`src/rtl/fp32_divider_pkg.sv`:
```
// Shared FP32 divider types/constants: operand layout, class codes, FSM states.
// Combinational helpers only; no latency, no flow control.
package fp32_divider_pkg;

    localparam int QUO_BITS = 26;
    localparam int EXP_BIAS = 127;

    localparam logic [30:0] MAG_INF = 31'h7F800000;
    localparam logic [30:0] MAG_NAN = 31'h7FFFFFFF;

    typedef struct packed {
        logic        sign;
        logic [7:0]  exp;
        logic [22:0] frac;
    } fp32_t;

    typedef enum logic [1:0] {
        T_NUM = 2'd0,
        T_NAN = 2'd1,
        T_ZER = 2'd2,
        T_INF = 2'd3
    } ftype_t;

    typedef enum logic [3:0] {
        ST_START, ST_EVAL1, ST_EVAL2, ST_EVAL3, ST_CHECK, ST_ELAB,
        ST_DIV, ST_NORM, ST_ROUND, ST_RANGE, ST_FINISH
    } state_t;

    // Denormals classify as zero: they are flushed, never divided.
    function automatic ftype_t classify(input fp32_t v);
        if (v.exp == 8'hFF)
            return (v.frac == 23'd0) ? T_INF : T_NAN;
        else if (v.exp == 8'h00)
            return T_ZER;
        else
            return T_NUM;
    endfunction

    function automatic ftype_t result_type(input ftype_t t1, input ftype_t t2);
        if (t1 == T_NAN || t2 == T_NAN || (t1 == T_ZER && t2 == T_ZER) ||
            (t1 == T_INF && t2 == T_INF))
            return T_NAN;
        else if (t1 == T_INF || t2 == T_ZER)
            return T_INF;
        else if (t1 == T_ZER || t2 == T_INF)
            return T_ZER;
        else
            return T_NUM;
    endfunction

    function automatic logic [30:0] pack_mag(input ftype_t t, input logic [7:0] e,
                                             input logic [22:0] m);
        case (t)
            T_ZER:   return 31'd0;
            T_INF:   return MAG_INF;
            T_NAN:   return MAG_NAN;
            default: return {e, m};
        endcase
    endfunction

endpackage

```
`src/rtl/fp32_divider_mant_div.sv`:
```
// Restoring mantissa divider: one quotient bit per i_step cycle, QUO_BITS steps after i_start.
// No backpressure; the controller decides when to step and watches o_last.
module fp32_mant_div
    import fp32_divider_pkg::*;
(
    input  logic                clk,
    input  logic                rst,
    input  logic                i_start,
    input  logic                i_step,
    input  logic [23:0]         i_m1,
    input  logic [23:0]         i_m2,
    output logic [QUO_BITS-1:0] o_q,
    output logic                o_rem_nz,
    output logic                o_last
);

    logic [24:0]         r_rem;
    logic [23:0]         r_div;
    logic [QUO_BITS-1:0] r_q;
    logic [4:0]          r_cnt;

    logic        w_ge;
    logic [24:0] w_diff;

    // rem stays below 2*divisor, so the post-subtract value fits in 24 bits before the shift.
    assign w_ge   = (r_rem >= {1'b0, r_div});
    assign w_diff = w_ge ? (r_rem - {1'b0, r_div}) : r_rem;

    always_ff @(posedge clk or negedge rst) begin
        if (!rst) begin
            r_rem <= '0;
            r_div <= '0;
            r_q   <= '0;
            r_cnt <= '0;
        end else if (i_start) begin
            r_rem <= {1'b0, i_m1};
            r_div <= i_m2;
            r_q   <= '0;
            r_cnt <= '0;
        end else if (i_step) begin
            r_q   <= {r_q[QUO_BITS-2:0], w_ge};
            r_rem <= w_diff << 1;
            r_cnt <= r_cnt + 5'd1;
        end
    end

    assign o_q      = r_q;
    assign o_rem_nz = (r_rem != 25'd0);
    assign o_last   = (r_cnt == 5'(QUO_BITS - 1));

endmodule

```
`src/rtl/fp32_divider.sv`:
```
// Multi-cycle IEEE754 single divider, RNE, denormals flushed; done 4 edges after start (special) or 34 (numeric).
// ready is only sampled in ST_START; done is a one-cycle pulse and res holds until the next result.
module fp32_divider
    import fp32_divider_pkg::*;
(
    input  logic        clk,
    input  logic        rst,
    input  logic        ready,
    input  logic [31:0] op1,
    input  logic [31:0] op2,
    output logic [31:0] res,
    output logic        done
);

    state_t r_state, w_next;

    fp32_t       r_op1, r_op2;
    ftype_t      r_t1, r_t2, r_type;
    logic [9:0]  r_exp;
    logic [22:0] r_mant;
    logic        r_guard, r_sticky;
    logic [31:0] r_res;
    logic        r_done;

    logic [QUO_BITS-1:0] w_q;
    logic                w_rem_nz, w_last;
    logic                w_sign, w_round_up;
    logic [23:0]         w_mant_inc;
    ftype_t              w_range_type;

    fp32_mant_div u_mant_div (
        .clk      (clk),
        .rst      (rst),
        .i_start  (r_state == ST_ELAB),
        .i_step   (r_state == ST_DIV),
        .i_m1     ({1'b1, r_op1.frac}),
        .i_m2     ({1'b1, r_op2.frac}),
        .o_q      (w_q),
        .o_rem_nz (w_rem_nz),
        .o_last   (w_last)
    );

    assign w_sign     = r_op1.sign ^ r_op2.sign;
    assign w_round_up = r_guard & (r_sticky | r_mant[0]);
    assign w_mant_inc = {1'b0, r_mant} + 24'd1;

    always_comb begin
        w_range_type = T_NUM;
        if ($signed(r_exp) <= 10'sd0)
            w_range_type = T_ZER;
        else if ($signed(r_exp) >= 10'sd255)
            w_range_type = T_INF;
    end

    always_ff @(posedge clk or negedge rst) begin
        if (!rst)
            r_state <= ST_START;
        else
            r_state <= w_next;
    end

    always_comb begin
        w_next = r_state;
        case (r_state)
            ST_START:  if (ready) w_next = ST_EVAL1;
            ST_EVAL1:  w_next = ST_EVAL2;
            ST_EVAL2:  w_next = ST_EVAL3;
            ST_EVAL3:  w_next = ST_CHECK;
            ST_CHECK:  w_next = (r_type == T_NUM) ? ST_ELAB : ST_FINISH;
            ST_ELAB:   w_next = ST_DIV;
            ST_DIV:    if (w_last) w_next = ST_NORM;
            ST_NORM:   w_next = ST_ROUND;
            ST_ROUND:  w_next = ST_RANGE;
            ST_RANGE:  w_next = ST_FINISH;
            ST_FINISH: w_next = ST_START;
            default:   w_next = ST_START;
        endcase
    end

    // res/done are registered on the edge entering ST_FINISH, so done is high exactly for that state.
    always_ff @(posedge clk or negedge rst) begin
        if (!rst) begin
            r_op1    <= '0;
            r_op2    <= '0;
            r_t1     <= T_NUM;
            r_t2     <= T_NUM;
            r_type   <= T_NUM;
            r_exp    <= '0;
            r_mant   <= '0;
            r_guard  <= 1'b0;
            r_sticky <= 1'b0;
            r_res    <= '0;
            r_done   <= 1'b0;
        end else begin
            case (r_state)
                ST_START: begin
                    r_done <= 1'b0;
                    if (ready) begin
                        r_op1 <= op1;
                        r_op2 <= op2;
                    end
                end
                ST_EVAL1: r_t1   <= classify(r_op1);
                ST_EVAL2: r_t2   <= classify(r_op2);
                ST_EVAL3: r_type <= result_type(r_t1, r_t2);
                ST_CHECK: begin
                    if (r_type != T_NUM) begin
                        r_res  <= {w_sign, pack_mag(r_type, r_exp[7:0], r_mant)};
                        r_done <= 1'b1;
                    end
                end
                ST_ELAB: r_exp <= {2'b00, r_op1.exp} - {2'b00, r_op2.exp} + 10'(EXP_BIAS);
                ST_NORM: begin
                    if (w_q[QUO_BITS-1]) begin
                        r_mant   <= w_q[24:2];
                        r_guard  <= w_q[1];
                        r_sticky <= w_q[0] | w_rem_nz;
                    end else begin
                        r_mant   <= w_q[23:1];
                        r_guard  <= w_q[0];
                        r_sticky <= w_rem_nz;
                        r_exp    <= r_exp - 10'd1;
                    end
                end
                ST_ROUND: begin
                    // A carry out leaves the low 23 bits at zero, which is the renormalised mantissa.
                    if (w_round_up) begin
                        r_mant <= w_mant_inc[22:0];
                        r_exp  <= r_exp + {9'd0, w_mant_inc[23]};
                    end
                end
                ST_RANGE: begin
                    r_res  <= {w_sign, pack_mag(w_range_type, r_exp[7:0], r_mant)};
                    r_done <= 1'b1;
                end
                ST_FINISH: r_done <= 1'b0;
                default: ;
            endcase
        end
    end

    assign res  = r_res;
    assign done = r_done;

endmodule

```
`config.mk`:
```
export PLATFORM = sky130hd
export DESIGN_NAME = fp32_divider
export DESIGN_NICKNAME = d
export VERILOG_FILES = /design/src/rtl/fp32_divider_pkg.sv /design/src/rtl/fp32_divider_mant_div.sv /design/src/rtl/fp32_divider.sv
export SDC_FILE = /design/constraint.sdc
export NUM_CORES = 1
export LEC_CHECK = 0
export ABC_CLOCK_PERIOD_IN_PS = 5300
export CAP_MARGIN = 25
export CORE_ASPECT_RATIO = 0.8
export CORE_UTILIZATION = 45
export DETAILED_ROUTE_END_ITERATION = 10
export HOLD_SLACK_MARGIN = 0.02
export SLEW_MARGIN = 10
export SYNTH_ARGS = -nofsm -noshare
export SYNTH_HDL_FRONTEND = slang
export SYNTH_SLANG_ARGS = --single-unit
```
`constraint.sdc`:
```
create_clock -name clk -period 5.3 [get_ports clk]
set_input_delay 1.06 -clock clk [delete_from_list [all_inputs] [get_ports clk]]
set_output_delay 1.06 -clock clk [all_outputs]
set_load 0.005 [all_outputs]
```
After elaboration in Yosys (flattened, before gate mapping)
Index checks and enable logic that the tools add are counted.
Widths: inputs -> output; s select.
{ "word_totals": {"in_bits": 67, "ff_bits": 222, "ramBits": 0, "memories": 0, "out_inout_bits": 33, "romBits": 0, "latchBits": 0} }
{ "op_classes": {"n_mux": 36, "eq_ne": 30, "bitwise_logic": 4, "div_mod_pow": 0, "shift": 0, "n_mul": 0, "addsub": 7, "n_reduce_logical": 27, "magnitude_cmp": 3} }
{ "op_table": {"columns": ["op", "n"], "rows": [
  ["$pmux 31 s3", 2],
  ["$pmux 32 s2", 1],
  ["$mux 26", 2],
  ["$mux 25", 2],
  ["$logic_not 23->1", 2],
  ["$mux 23", 2],
  ["$pmux 23 s2", 1],
  ["$pmux 4 s10", 1],
  ["$mux 32", 1],
  ["$pmux 10 s3", 1],
  ["$ge 25x24->1", 1],
  ["$reduce_bool 25->1", 1],
  ["$add 23x1->24 const B", 1],
  ["$mux 24", 1],
  ["$sub 24x24->24", 1],
  ["$mux 2", 11],
  ["$mux 10", 2],
  ["$eq 2x2->1 const B", 8],
  ["$eq 4x3->1 const B", 4],
  ["$eq 8x8->1 const B", 2],
  ["$logic_not 8->1", 2],
  ["$eq 4x4->1 const B", 3],
  ["$mux 4", 3],
  ["$add 10x1->10", 1],
  ["other kinds (26)", 51]
]} }

Longest topological paths before layout
Gate-level depths: netlist (run 1).
{ "depth": {"ltp_word": 6, "ltp_mapped": 14, "mapped_depth_nobuf": 14} }

Modules after synthesis
Synthesis (run 1) repeated with hierarchy kept, for this count alone.
{ "unflattened": {"cells_unflattened": 1312, "hier_area_um2": 12613.3} }
{ "by_module_without_submodules": {"columns": ["mod", "area_per_inst_um2", "cells_per_inst", "instances", "seq_area_each_um2"], "rows": [
  ["fp32_divider", 7561.0, 760, 1, 3553.4],
  ["fp32_mant_div", 5052.3, 552, 1, 2001.9]
]} }

Worst setup path before layout (run 1)
No wires, ideal clock.
{ "synth_path": {"path_type": "flip-flop to flip-flop", "startpoint": "register r_state[2]", "endpoint": "register r_exp[9]", "arrival_time_ns": 3.323, "setup_time_ns": 0.071, "path_stages_with_launch": 14, "path_buffers": 2, "setup_slack_ns": 1.906, "required_time_ns": 5.229, "path_cell_list": "dfrtp_1 nand2b_1 nor3_2 clkbuf_1 clkbuf_1 o21ai_0 ha_1 a211oi_1 o21bai_1 a2111oi_0 o31ai_1 mux2i_1 or3_1 nand4_1"} }
{ "synth_between": {"elab_chain_cells": 3} }
{ "synth_rtl": {"columns": ["item", "line", "rtl"], "rows": [
  ["from (decl)", "fp32_divider.sv:15", "state_t r_state, w_next;"],
  ["from (signal assigned)", "fp32_divider.sv:59", "r_state <= w_next;"],
  ["$eq 4x3->1 / $eq 4x4->1 (equally long branches)", "fp32_divider.sv:95", "case (r_state)"],
  ["$ne 2x2->1 (no source line) / $reduce_bool 3->1 (equally long branches)", null, null],
  ["$reduce_and 3->1 (no source line)", null, null],
  ["to (signal assigned)", "fp32_divider.sv:112", "ST_ELAB: r_exp <= {2'b00, r_op1.exp} - {2'b00, r_op2.exp} + 10'(EXP_BIAS);"],
  ["to (signal assigned)", "fp32_divider.sv:122", "r_exp <= r_exp - 10'd1;"],
  ["to (signal assigned)", "fp32_divider.sv:129", "r_exp <= r_exp + {9'd0, w_mant_inc[23]};"],
  ["to (decl)", "fp32_divider.sv:19", "logic [9:0] r_exp;"]
]} }
Parallel ways exist; a longest one is shown, timed or not.
A chain may end at the register's enable or synchronous reset.

Worst setup path after layout (run 1)
{ "layout_path": {"startpoint": "register r_mant[0]", "endpoint": "register r_exp[9]"} }
{ "layout_between": {"elab_chain_cells": 4} }
{ "layout_rtl": {"columns": ["item", "line", "rtl"], "rows": [
  ["from (decl)", "fp32_divider.sv:20", "logic [22:0] r_mant;"],
  ["from (signal assigned)", "fp32_divider.sv:115", "r_mant <= w_q[24:2];"],
  ["from (signal assigned)", "fp32_divider.sv:119", "r_mant <= w_q[23:1];"],
  ["from (signal assigned)", "fp32_divider.sv:128", "r_mant <= w_mant_inc[22:0];"],
  ["$add 23x1->24 / $or 1x1->1 (equally long branches)", "fp32_divider.sv:45, fp32_divider.sv:44", null],
  ["$add 10x1->10 / $and 1x1->1 (equally long branches)", "fp32_divider.sv:129, fp32_divider.sv:44", null],
  ["$mux 10 / $ne 2x2->1 (equally long branches)", null, null],
  ["$pmux 10 s3 / $reduce_and 3->1 (equally long branches)", null, null]
]} }
Parallel ways exist; a longest one is shown, timed or not. The select of a mux whose other input is x is not followed.

==> results of run 1 <==
-- routing by layer --
layer,up-vias,track usage (%),wire [um]
li1,4997,-,-
met1,5017,37.69,16930
met2,292,30.61,12460
met3,38,3.566,2092
met4,0,4.797,591
met5,-,0,0
-- worst max-delay path by stage --
stage / end / slack (ps) / cells past startpoint
finish: r_exp[9]$_DFFE_PN0P_ / 1380 / 13
floorplan: r_exp[9]$_DFFE_PN0P_ / 1910 / 13
CTS: r_exp[9]$_DFFE_PN0P_ / 1430 / 13
detailed placement: r_exp[9]$_DFFE_PN0P_ / 1440 / 12
global placement: r_exp[9]$_DFFE_PN0P_ / 1520 / 12
global route: r_exp[9]$_DFFE_PN0P_ / 980 / 13
-- sequential cells by signal, indices dropped and copies added, names as in the netlist, 2 cells and up --
name / count
r_op1: 32
r_op2: 32
res: 32
u_mant_div.o_q: 26
u_mant_div.r_rem: 25
u_mant_div.r_div: 24
r_mant: 23
r_exp: 10
u_mant_div.r_cnt: 5
r_state: 4
r_t1: 2
r_t2: 2
r_type: 2
-- layout make-up --
cell class                      count  area [um^2]  share of cell area, %
Clock buffer                       37        710.7                  4.902
Sequential cell                   222         5555                  38.32
Inverter                           45        168.9                  1.165
Tap cell                          357        446.7                  3.081
Multi-Input combinational cell    992         6421                  44.29
Clock inverter                      5        57.56                 0.3970
Timing Repair Buffer              115         1136                  7.837
-- cells in the final DEF (no fill, tap or decap), drive strengths merged, types with 7 or more instances in the layout --
cell and count:
a211oi 15, a21o 10, a21oi 103, a22oi 26, a31oi 10, and3 11, buf 17, clkbuf 37
clkdlybuf4s50 98, dfrtp 222, ha 45, inv 46, mux2 76, mux2i 15, nand2 163, nand2b 9
nand3 33, nand3b 10, nand4 36, nor2 99, nor2b 13, nor3 28, nor4 25, o211ai 15
o21a 7, o21ai 126, o22ai 7, o31ai 8, xnor2 17, xor2 14
-- power by group through the flow --
stage | registers, mW | logic, mW | clock network, mW
after floorplan | 2.87 | 3.56 | 0
after global placement | 3.12 | 4.68 | 0
after detailed placement | 3.14 | 4.72 | 0
after CTS | 3.12 | 4.76 | 1.70
after global routing | 3.24 | 5.30 | 1.76
final | 3.14 | 4.80 | 1.65
-- through the flow --
step / hold slack [ps] / area, um^2 / setup slack, ps
after global placement: 431.9 / 13690 / 1517
after detailed placement: 446.7 / 13700 / 1444
after CTS: 459.6 / 14470 / 1425
after global routing: 478.3 / 14500 / 984.9
after floorplan: 418.1 / 12390 / 1906
final: 453.1 / 14500 / 1377
-- cells by family after synthesis --
| group | Yosys count | synth area share, % |
|---|---|---|
| multiplexers | 91 | 8.116 |
| AO/OA/AOI/OAI | 381 | 19.34 |
| AND/OR/NAND/NOR | 441 | 16.78 |
| buffers and inverters | 115 | 3.725 |
| adder cells (fa/ha/maj) | 48 | 5.027 |
| flip-flops | 222 | 44.82 |
| XOR/XNOR | 31 | 2.191 |
-- tightest hold or removal path, cell delays in order (launching register included) --
cell and delay (ps):
sky130_fd_sc_hd__dfrtp_1 320, sky130_fd_sc_hd__inv_1 50, sky130_fd_sc_hd__nand2_1 50
==> flow_summary.yaml, run 1 <==
timing:
  final.period_utilization_pct: 74.02
  setup_violations: 0
  timing.final.crit_period_ps: 3923
  max_slew.worst_pin.slew_ps: 1036
  timing_hold_violations_final: 0
  setup_tns_ps: 0
  final.setup_skew_ps: 25.25
  rsz_0062_raised_after_global_routing: "false"
  worst_slew_margin_rel_pct: 30.86
  timing.fmax_mhz: 254.9
  maxSlewViolCount: 0
critical_path:
  cp-end-kind: "flop"
  r2r_start: "r_mant[0]$_DFFE_PN0P_"
  timing.setup.critical_path_class: "flop to flop"
  worst_path_most_repeated_cell: "sky130_fd_sc_hd__nand4_1"
  worst_r2r_endpoint: "r_exp[9]$_DFFE_PN0P_"
  timing.critical_path.arrival_ps: 4370
  bufs_and_invs_on_worst_path: 0
  rr_worst_depth: 13
  worst_ep_required_time_ps: 5750
  timing.critical_path.from_type: "flop"
  worstPathCellList: "and3_1 > nand4_1 > nor4_1 > nand3_1 > o21ai_0 > ha_1 > a211oi_1 > o21bai_1 > a2111oi_0 > o31ai_1 > mux2i_1 > or3_1 > nand4_1"
  setup.worst_path.start: "r_mant[0]$_DFFE_PN0P_"
  worst_path_dominant_cell_family: "simple AND/OR/NAND/NOR gates"
  cpPeakStageDelay_ps: 650
  cp_max_fo: 6
  worst_path_max_delay_cell: "sky130_fd_sc_hd__nor4_1"
  worst-r2r-setup-slack_ps: 1380
drt:
  drt_pass1_iterations: 5
  dr_total_vias: 10344
  first_iter_violations: 690
  avgRoutedWirePerCell_um: 18.09
  detail-route-antenna-nets: 0
  remaining_drc_errors: 0
  vias_per_cell: 5.834
  totalWireLength_um: 32080
final_layout:
  num-fill-cells: 2439
  post_route_cells_drive_above_1_share_pct: 10.88
  final_core_utilization_pct: 54.38
  instances_no_fill: 1773
  layout.nets: 1516
  flow.area_growth_from_synthesis_pct: 16.96
  insertedDiodeCount: 0
floorplanning:
  initial_utilization_pct: 46.49
  die_area_um2: 28220
  die_y_um: 150.4
  placementRows: 53
  die_x_um: 187.6
  core_area_um2: 26660
  num_ports: 100
clock_tree:
  cts_setup_buffers: 0
  cts.path.max_buffers: 3
  cts_hold_buffers: 0
  clock_tree_from_tritoncts: "built"
  cts-buffers-inserted: 25
  clkLatencyLatePin_ps: 530
  cts.sink_count: 222
  clk_pin_slew_ps: 60
  h-tree-depth: 1
  cts.repair.resized: 0
  clockRootBuffer: "sky130_fd_sc_hd__clkbuf_16"
power_and_ir_drop:
  power.share.clock_pct: 17.2
  ir_worst_vdd_v: 0.0002808
  power.net_switching_mw: 4.098
  cellInternalPower_mw: 5.488
  fin_total_pwr_mw: 9.585
  powerDensity_nw_per_um2: 661.2
  p_leak_nw: 5.985
  pwr-share-comb_pct: 50.0
  seq_power_share_pct: 32.7
  netSwitchingFraction_pct: 42.75
yosys:
  synthesis.nets: 1444
  unique_cell_type_count_in_the_yosys_netlist: 75
  postSynthAreaPerCell_um2: 9.326
  synth_commonest_cells: "sky130_fd_sc_hd__dfrtp_1 (222), sky130_fd_sc_hd__nand2_1 (162), sky130_fd_sc_hd__o21ai_0 (122)"
  synthDominantAreaCellType: "sky130_fd_sc_hd__dfrtp_1"
  postSynth.asyncResetShare_pct: 100.0
  synth_top_cells_by_area: "sky130_fd_sc_hd__dfrtp_1 (45%), sky130_fd_sc_hd__mux2_2 (6.9%), sky130_fd_sc_hd__o21ai_0 (4.9%)"
  yosysWarnings: 0
  post_synth_inst_count: 1329
  netlist_area_um2: 12390
  number_of_flops_mapped_to_enable_cells_by_yosys: 0
  ys_seq_area_share_pct: 44.82
  ys_seq_elements: 222
  synth_ff_type: "sky130_fd_sc_hd__dfrtp_1"
  netlist.area_leader.share_pct: 44.82
  yosys.cell_count.top_type: "sky130_fd_sc_hd__dfrtp_1"
global_route:
  grt-ovfl-total: 0
  globalRouteTotalUtil_pct: 22.86
  pin_count_of_the_biggest_net_entering_global_routing: 122
  grt_pass1_vias: 9436
  global_route_wire_length_before_repair_um: 51830
  number_of_antenna_violations_at_the_first_check_in_global_routing: 0
worst_hold_path:
  launch_point_of_the_worst_hold_path: "u_mant_div.r_div[23]$_DFFE_PN0P_"
  min_path_cells: 2
  hold_end: "u_mant_div.r_div[23]$_DFFE_PN0P_"
  worstHoldPathType: "flop to flop"
outcome:
  run_status: "completed"
run:
  max_cap_viol_count: 0
placement:
  final_weighted_congestion_in_routability_driven_placement: 0.8719
  number_of_instances_in_the_placed_design: 1730
  dp_hpwl_um: 22330
  io_buffer_count: 99
No activity file was read; power rests on OpenSTA's default activity.
==> run 2: changes to the inputs <==
Settings changed: ABC_CLOCK_PERIOD_IN_PS 5300 to 4000.
Clock period 5.3 ns to 4 ns, I/O delays scaled along.
==> run 2 against run 1 <==
  * Routed wire length grew 0.50%
  * Combinational power grew 32%
  * Register-to-register slack lost 1000 ps
  * Non-clock buffer count grew 3
  * Via count shrank 0.58%
==> flow_summary.yaml, run 2 (synthesized netlist as in run 1, its figures left out) <==
final_layout:
  area_of_the_multi_input_gates_um2: 6422
  flow.area_growth_from_synthesis_pct: 17.81
  insertedDiodeCount: 0
  post_route_cells_drive_above_1_share_pct: 11.60
  num-fill-cells: 2462
  layout_common_cells: "sky130_fd_sc_hd__dfrtp_1 (222), sky130_fd_sc_hd__nand2_1 (162), sky130_fd_sc_hd__o21ai_0 (122)"
  layout.nets: 1519
  final_common_cell: "sky130_fd_sc_hd__dfrtp_1"
  seq_area_um2: 5555
critical_path:
  worst_r2r_endpoint: "r_exp[9]$_DFFE_PN0P_"
  r2r_start: "r_mant[0]$_DFFE_PN0P_"
  worst_path_most_repeated_cell: "sky130_fd_sc_hd__nand4_1"
  timing.critical_path.arrival_ps: 4090
  timing.critical_path.from_type: "flop"
  cp_max_fo: 6
  worstPathCellList: "and3_1 > nand4_1 > nor4_1 > buf_4 > nand3_1 > o21ai_0 > ha_1 > a211oi_1 > o21bai_1 > a2111oi_1 > o31ai_1 > mux2i_1 > or3_1 > nand4_1"
  crit_path_end: "r_exp[9]$_DFFE_PN0P_"
  cpPeakStageDelay_ps: 470
  timing.setup.critical_path_class: "flop to flop"
  rr_worst_depth: 14
  worst_path_max_delay_cell: "sky130_fd_sc_hd__o31ai_1"
  worst-r2r-setup-slack_ps: 360
  setup.worst_path.start: "r_mant[0]$_DFFE_PN0P_"
  cp-end-kind: "flop"
  worst_ep_required_time_ps: 4450
global_route:
  globalRouteTotalUtil_pct: 23.02
  grt-ovfl-total: 0
  global_route_wire_length_before_repair_um: 52200
  grt_pass1_vias: 9526
  pin_count_of_the_biggest_net_entering_global_routing: 91
  number_of_antenna_violations_at_the_first_check_in_global_routing: 0
drt:
  vias_per_cell: 5.781
  totalWireLength_um: 32240
  first_iter_violations: 806
  avgRoutedWirePerCell_um: 18.12
  dr_total_vias: 10284
  detail-route-antenna-nets: 0
  drt_pass1_iterations: 5
  remaining_drc_errors: 0
timing:
  final.period_utilization_pct: 91.00
  maxSlewViolCount: 0
  minimum_setup_slack_in_the_final_design_ps: 359.9
  max_slew.worst_pin.slew_ps: 1047
  timing_hold_violations_final: 0
  timing.final.crit_period_ps: 3640
  setup_tns_ps: 0
  timing.fmax_mhz: 274.7
  worst_slew_margin_rel_pct: 30.12
  final.setup_skew_ps: 23.61
  setup_violations: 0
  rsz_0062_raised_after_global_routing: "false"
power_and_ir_drop:
  cellInternalPower_mw: 7.432
  p_leak_nw: 6.049
  power.net_switching_mw: 5.440
  powerDensity_nw_per_um2: 881.5
  pwr-share-comb_pct: 49.2
  power.share.clock_pct: 18.5
  ir_worst_vdd_v: 0.0004515
  seq_power_share_pct: 32.3
  netSwitchingFraction_pct: 42.26
run:
  max_cap_viol_count: 0
floorplanning:
  die_x_um: 187.6
  placementRows: 53
  die_y_um: 150.4
  num_ports: 100
  core_area_um2: 26660
  die_area_um2: 28220
  initial_utilization_pct: 46.49
clock_tree:
  clockRootBuffer: "sky130_fd_sc_hd__clkbuf_16"
  cts.path.max_buffers: 3
  clkLatencyLatePin_ps: 540
  cts.sink_count: 222
  clock_tree_from_tritoncts: "built"
  clk_pin_slew_ps: 60
  cts-buffers-inserted: 25
  h-tree-depth: 1
  cts_setup_buffers: 0
outcome:
  run_status: "completed"
placement:
  final_weighted_congestion_in_routability_driven_placement: 0.9063
  io_buffer_count: 99
  dp_hpwl_um: 22510
  place_ws_ps: 400.0
worst_hold_path:
  worstHoldPathType: "input pin to async pin"
## run 2: stage by stage
| step | util, % | cell area (um^2) | std cells | total power, mW | hold slack [ps] |
|---|---|---|---|---|---|
| after floorplan | - | 12390 | 1329 | 8.518 | 418.1 |
| after global placement | 51.55 | 13740 | 1734 | 10.31 | 434.3 |
| after detailed placement | 51.55 | 13740 | 1734 | 10.38 | 443.0 |
| after CTS | 54.77 | 14600 | 1779 | 12.86 | 327.4 |
| after global routing | 54.77 | 14600 | 1779 | 13.85 | 352.5 |
| final | 54.77 | 14600 | 1779 | 12.87 | 297.0 |
## run 2: power groups by stage
stage          registers, mW  clock network (mW)  logic, mW
6_report                4.15                2.39       6.33
5_1_grt                 4.29                2.53       7.04
4_1_cts                 4.13                2.44       6.29
3_5_place_dp            4.15                   0       6.23
3_3_place_gp            4.13                   0       6.18
2_1_floorplan           3.80                   0       4.72
## run 2: area by class of cell
type / instances / share of cell area, %
multi-input combinational: 992 / 43.98
tap: 357 / 3.059
inverter: 45 / 1.157
clock inverter: 11 / 0.9426
sequential: 222 / 38.05
timing repair buffer: 118 / 7.883
clock buffer: 34 / 4.927
## run 2: how the worst min path moves through the flow
stage	start	endpoint	slack [ps]	depth (start not counted)
6_report	rst	u_mant_div.r_div[5]$_DFFE_PN0P_	300	1
4_1_cts	rst	u_mant_div.r_div[12]$_DFFE_PN0P_	330	1
2_1_floorplan	u_mant_div.r_div[23]$_DFFE_PN0P_	u_mant_div.r_div[23]$_DFFE_PN0P_	420	2
5_1_grt	rst	r_op2[15]$_DFFE_PN0P_	350	1
3_5_place_dp	u_mant_div.r_div[23]$_DFFE_PN0P_	u_mant_div.r_div[23]$_DFFE_PN0P_	440	2
3_3_place_gp	u_mant_div.r_div[23]$_DFFE_PN0P_	u_mant_div.r_div[23]$_DFFE_PN0P_	430	2
## run 2: per-layer routing
metal / global-route usage [%] / share of wire [%] / routed length [um] / vias to the layer above
met5: 0 / 0 / 0 / -
met4: 3.984 / 1.3 / 435 / 0
met3: 4.172 / 6.3 / 2043 / 31
met2: 31.24 / 39 / 12700 / 290
met1: 37.55 / 53 / 17060 / 4954
li1: - / - / - / 5009
## run 2: worst max-delay path, delay by kind of cell (launching register included)
kind	cells	cell delay (ps)
AOI/OAI and AO/OA	5	1130
adders and majority gates	1	270
buffers and inverters	1	180
DFF	1	430
muxes	1	130
and+or+nand+nor	6	1410
## run 2: repair_timing
item / in CTS / in global routing
hold buffers: 0 / 0
gates resized for setup: 0 / 1
endpoints found under the setup margin: 0 / 1
==> run 3: changes to the inputs <==
Settings changed: CORE_MARGIN from default to 3.
==> run 3 against run 2 <==
  * Sequential share of layout area hardly changed
  * Utilization barely moved
  * Maximum frequency up 0.28%
  * Sequential power about the same
  * Non-clock buffer count rose by 1
  * Critical endpoint unchanged
  * Largest cell class unchanged
  * Largest power group unchanged
==> flow_summary.yaml, run 3 (synthesized netlist as in run 1, its figures left out) <==
final_layout:
  flow.area_growth_from_synthesis_pct: 17.72
  insertedDiodeCount: 0
  layout_common_cells: "sky130_fd_sc_hd__dfrtp_1 (222), sky130_fd_sc_hd__nand2_1 (162), sky130_fd_sc_hd__o21ai_0 (122)"
  layout.nets: 1519
  final_common_cell: "sky130_fd_sc_hd__dfrtp_1"
  post_route_cells_drive_above_1_share_pct: 11.47
timing:
  rsz_0062_raised_after_global_routing: "false"
  max_slew.worst_pin.slew_ps: 1011
  maxSlewViolCount: 0
  timing_hold_violations_final: 0
  worst_slew_margin_rel_pct: 32.57
  timing.final.crit_period_ps: 3630
  setup_tns_ps: 0
  final.setup_skew_ps: 20.62
  setup_violations: 0
  timing.fmax_mhz: 275.5
  final.period_utilization_pct: 90.75
global_route:
  number_of_antenna_violations_at_the_first_check_in_global_routing: 0
  global_route_wire_length_before_repair_um: 53070
  grt-ovfl-total: 0
  pin_count_of_the_biggest_net_entering_global_routing: 101
  globalRouteTotalUtil_pct: 21.93
  grt_pass1_vias: 9756
critical_path:
  worst_path_dominant_cell_family: "simple AND/OR/NAND/NOR gates"
  worst_path_most_repeated_cell: "sky130_fd_sc_hd__nand4_1"
  cp_max_fo: 6
  worst_ep_required_time_ps: 4450
  cpPeakStageDelay_ps: 460
  worst_path_max_delay_cell: "sky130_fd_sc_hd__o31ai_1"
  timing.setup.critical_path_class: "flop to flop"
  timing.critical_path.from_type: "flop"
  timing.critical_path.arrival_ps: 4080
  worstPathCellList: "and3_1 > nand4_1 > nor4_1 > buf_4 > nand3_1 > o21ai_0 > ha_1 > a211oi_1 > o21bai_1 > a2111oi_0 > o31ai_1 > mux2i_1 > or3_1 > nand4_1"
  cp-end-kind: "flop"
  bufs_and_invs_on_worst_path: 1
power_and_ir_drop:
  powerDensity_nw_per_um2: 882.4
  seq_power_share_pct: 32.4
  ir_worst_vdd_v: 0.0003685
  fin_total_pwr_mw: 12.87
  power.net_switching_mw: 5.485
  cellInternalPower_mw: 7.390
  pwr-share-comb_pct: 49.4
  power.share.clock_pct: 18.3
  p_leak_nw: 6.029
  netSwitchingFraction_pct: 42.60
worst_hold_path:
  worstHoldPathType: "input pin to async pin"
floorplanning:
  die_y_um: 154.4
  initial_utilization_pct: 46.49
  core_area_um2: 26660
  placementRows: 53
  die_area_um2: 29580
  num_ports: 100
  die_x_um: 191.6
drt:
  drt_pass1_iterations: 5
  vias_per_cell: 5.744
  avgRoutedWirePerCell_um: 18.40
  dr_total_vias: 10213
  first_iter_violations: 752
  totalWireLength_um: 32720
  remaining_drc_errors: 0
  detail-route-antenna-nets: 0
clock_tree:
  clkLatencyLatePin_ps: 530
  cts-buffers-inserted: 24
  cts.sink_count: 222
  clk_pin_slew_ps: 60
  cts.repair.resized: 0
  cts_hold_buffers: 0
  cts_setup_buffers: 0
  h-tree-depth: 1
  clock_tree_from_tritoncts: "built"
  cts.path.max_buffers: 3
  clockRootBuffer: "sky130_fd_sc_hd__clkbuf_16"
placement:
  final_weighted_congestion_in_routability_driven_placement: 0.8834
  io_buffer_count: 99
  dp_hpwl_um: 23050
run:
  max_cap_viol_count: 0
outcome:
  run_status: "completed"
==> run 3: path summary, 6_finish.rpt <==
| check | start | end | slack, ps | cells past startpoint |
|---|---|---|---|---|
| min in group clk | u_mant_div.r_div[23]$_DFFE_PN0P_ | u_mant_div.r_div[23]$_DFFE_PN0P_ | 470 | 2 |
| hold reg to reg | u_mant_div.r_div[23]$_DFFE_PN0P_ | u_mant_div.r_div[23]$_DFFE_PN0P_ | 470 | 2 |
| setup reg to reg | r_mant[0]$_DFFE_PN0P_ | r_exp[9]$_DFFE_PN0P_ | 370 | 14 |
| hold / removal | rst | r_op2[11]$_DFFE_PN0P_ | 280 | 1 |
| max in group asynchronous | rst | res[30]$_DFFE_PN0P_ | 2840 | 2 |
| setup / recovery | r_mant[0]$_DFFE_PN0P_ | r_exp[9]$_DFFE_PN0P_ | 370 | 14 |
==> run 3: layer usage <==
layer	track usage [%]	wire, um	vias to the layer above
met1	36.43	17530	4897
met2	29.22	12650	265
met5	0	0	-
met4	4.366	575	0
li1	-	-	5014
met3	4.056	1961	37
==> run 3: power groups by stage <==
stage          Sequential [mW]  Clock [mW]  Combinational [mW]
6_report                  4.17        2.35                6.36
5_1_grt                   4.30        2.50                7.09
4_1_cts                   4.14        2.41                6.30
3_5_place_dp              4.17           0                6.25
3_3_place_gp              4.14           0                6.20
2_1_floorplan             3.80           0                4.72
==> run 3: final cells by class <==
| type | count | area, um^2 |
|---|---|---|
| Fill cell | 2472 | 12070 |
| Multi-Input combinational cell | 992 | 6421 |
| Sequential cell | 222 | 5555 |
| Timing Repair Buffer | 119 | 1166 |
| Clock buffer | 30 | 643.1 |
| Tap cell | 357 | 446.7 |
| Clock inverter | 13 | 188.9 |
| Inverter | 45 | 168.9 |
==> run 3: metrics by stage <==
stage	area (um^2)	hold WS, ps	instances	utilization, %	setup slack [ps]
2_1_floorplan	12390	418.1	1329	-	606.4
3_3_place_gp	13740	432.9	1734	51.55	569.0
3_5_place_dp	13740	457.2	1734	51.55	454.2
4_1_cts	14580	330.9	1777	54.67	399.1
5_1_grt	14590	340.8	1778	54.73	8.550
6_report	14590	283.6	1778	54.73	370.1
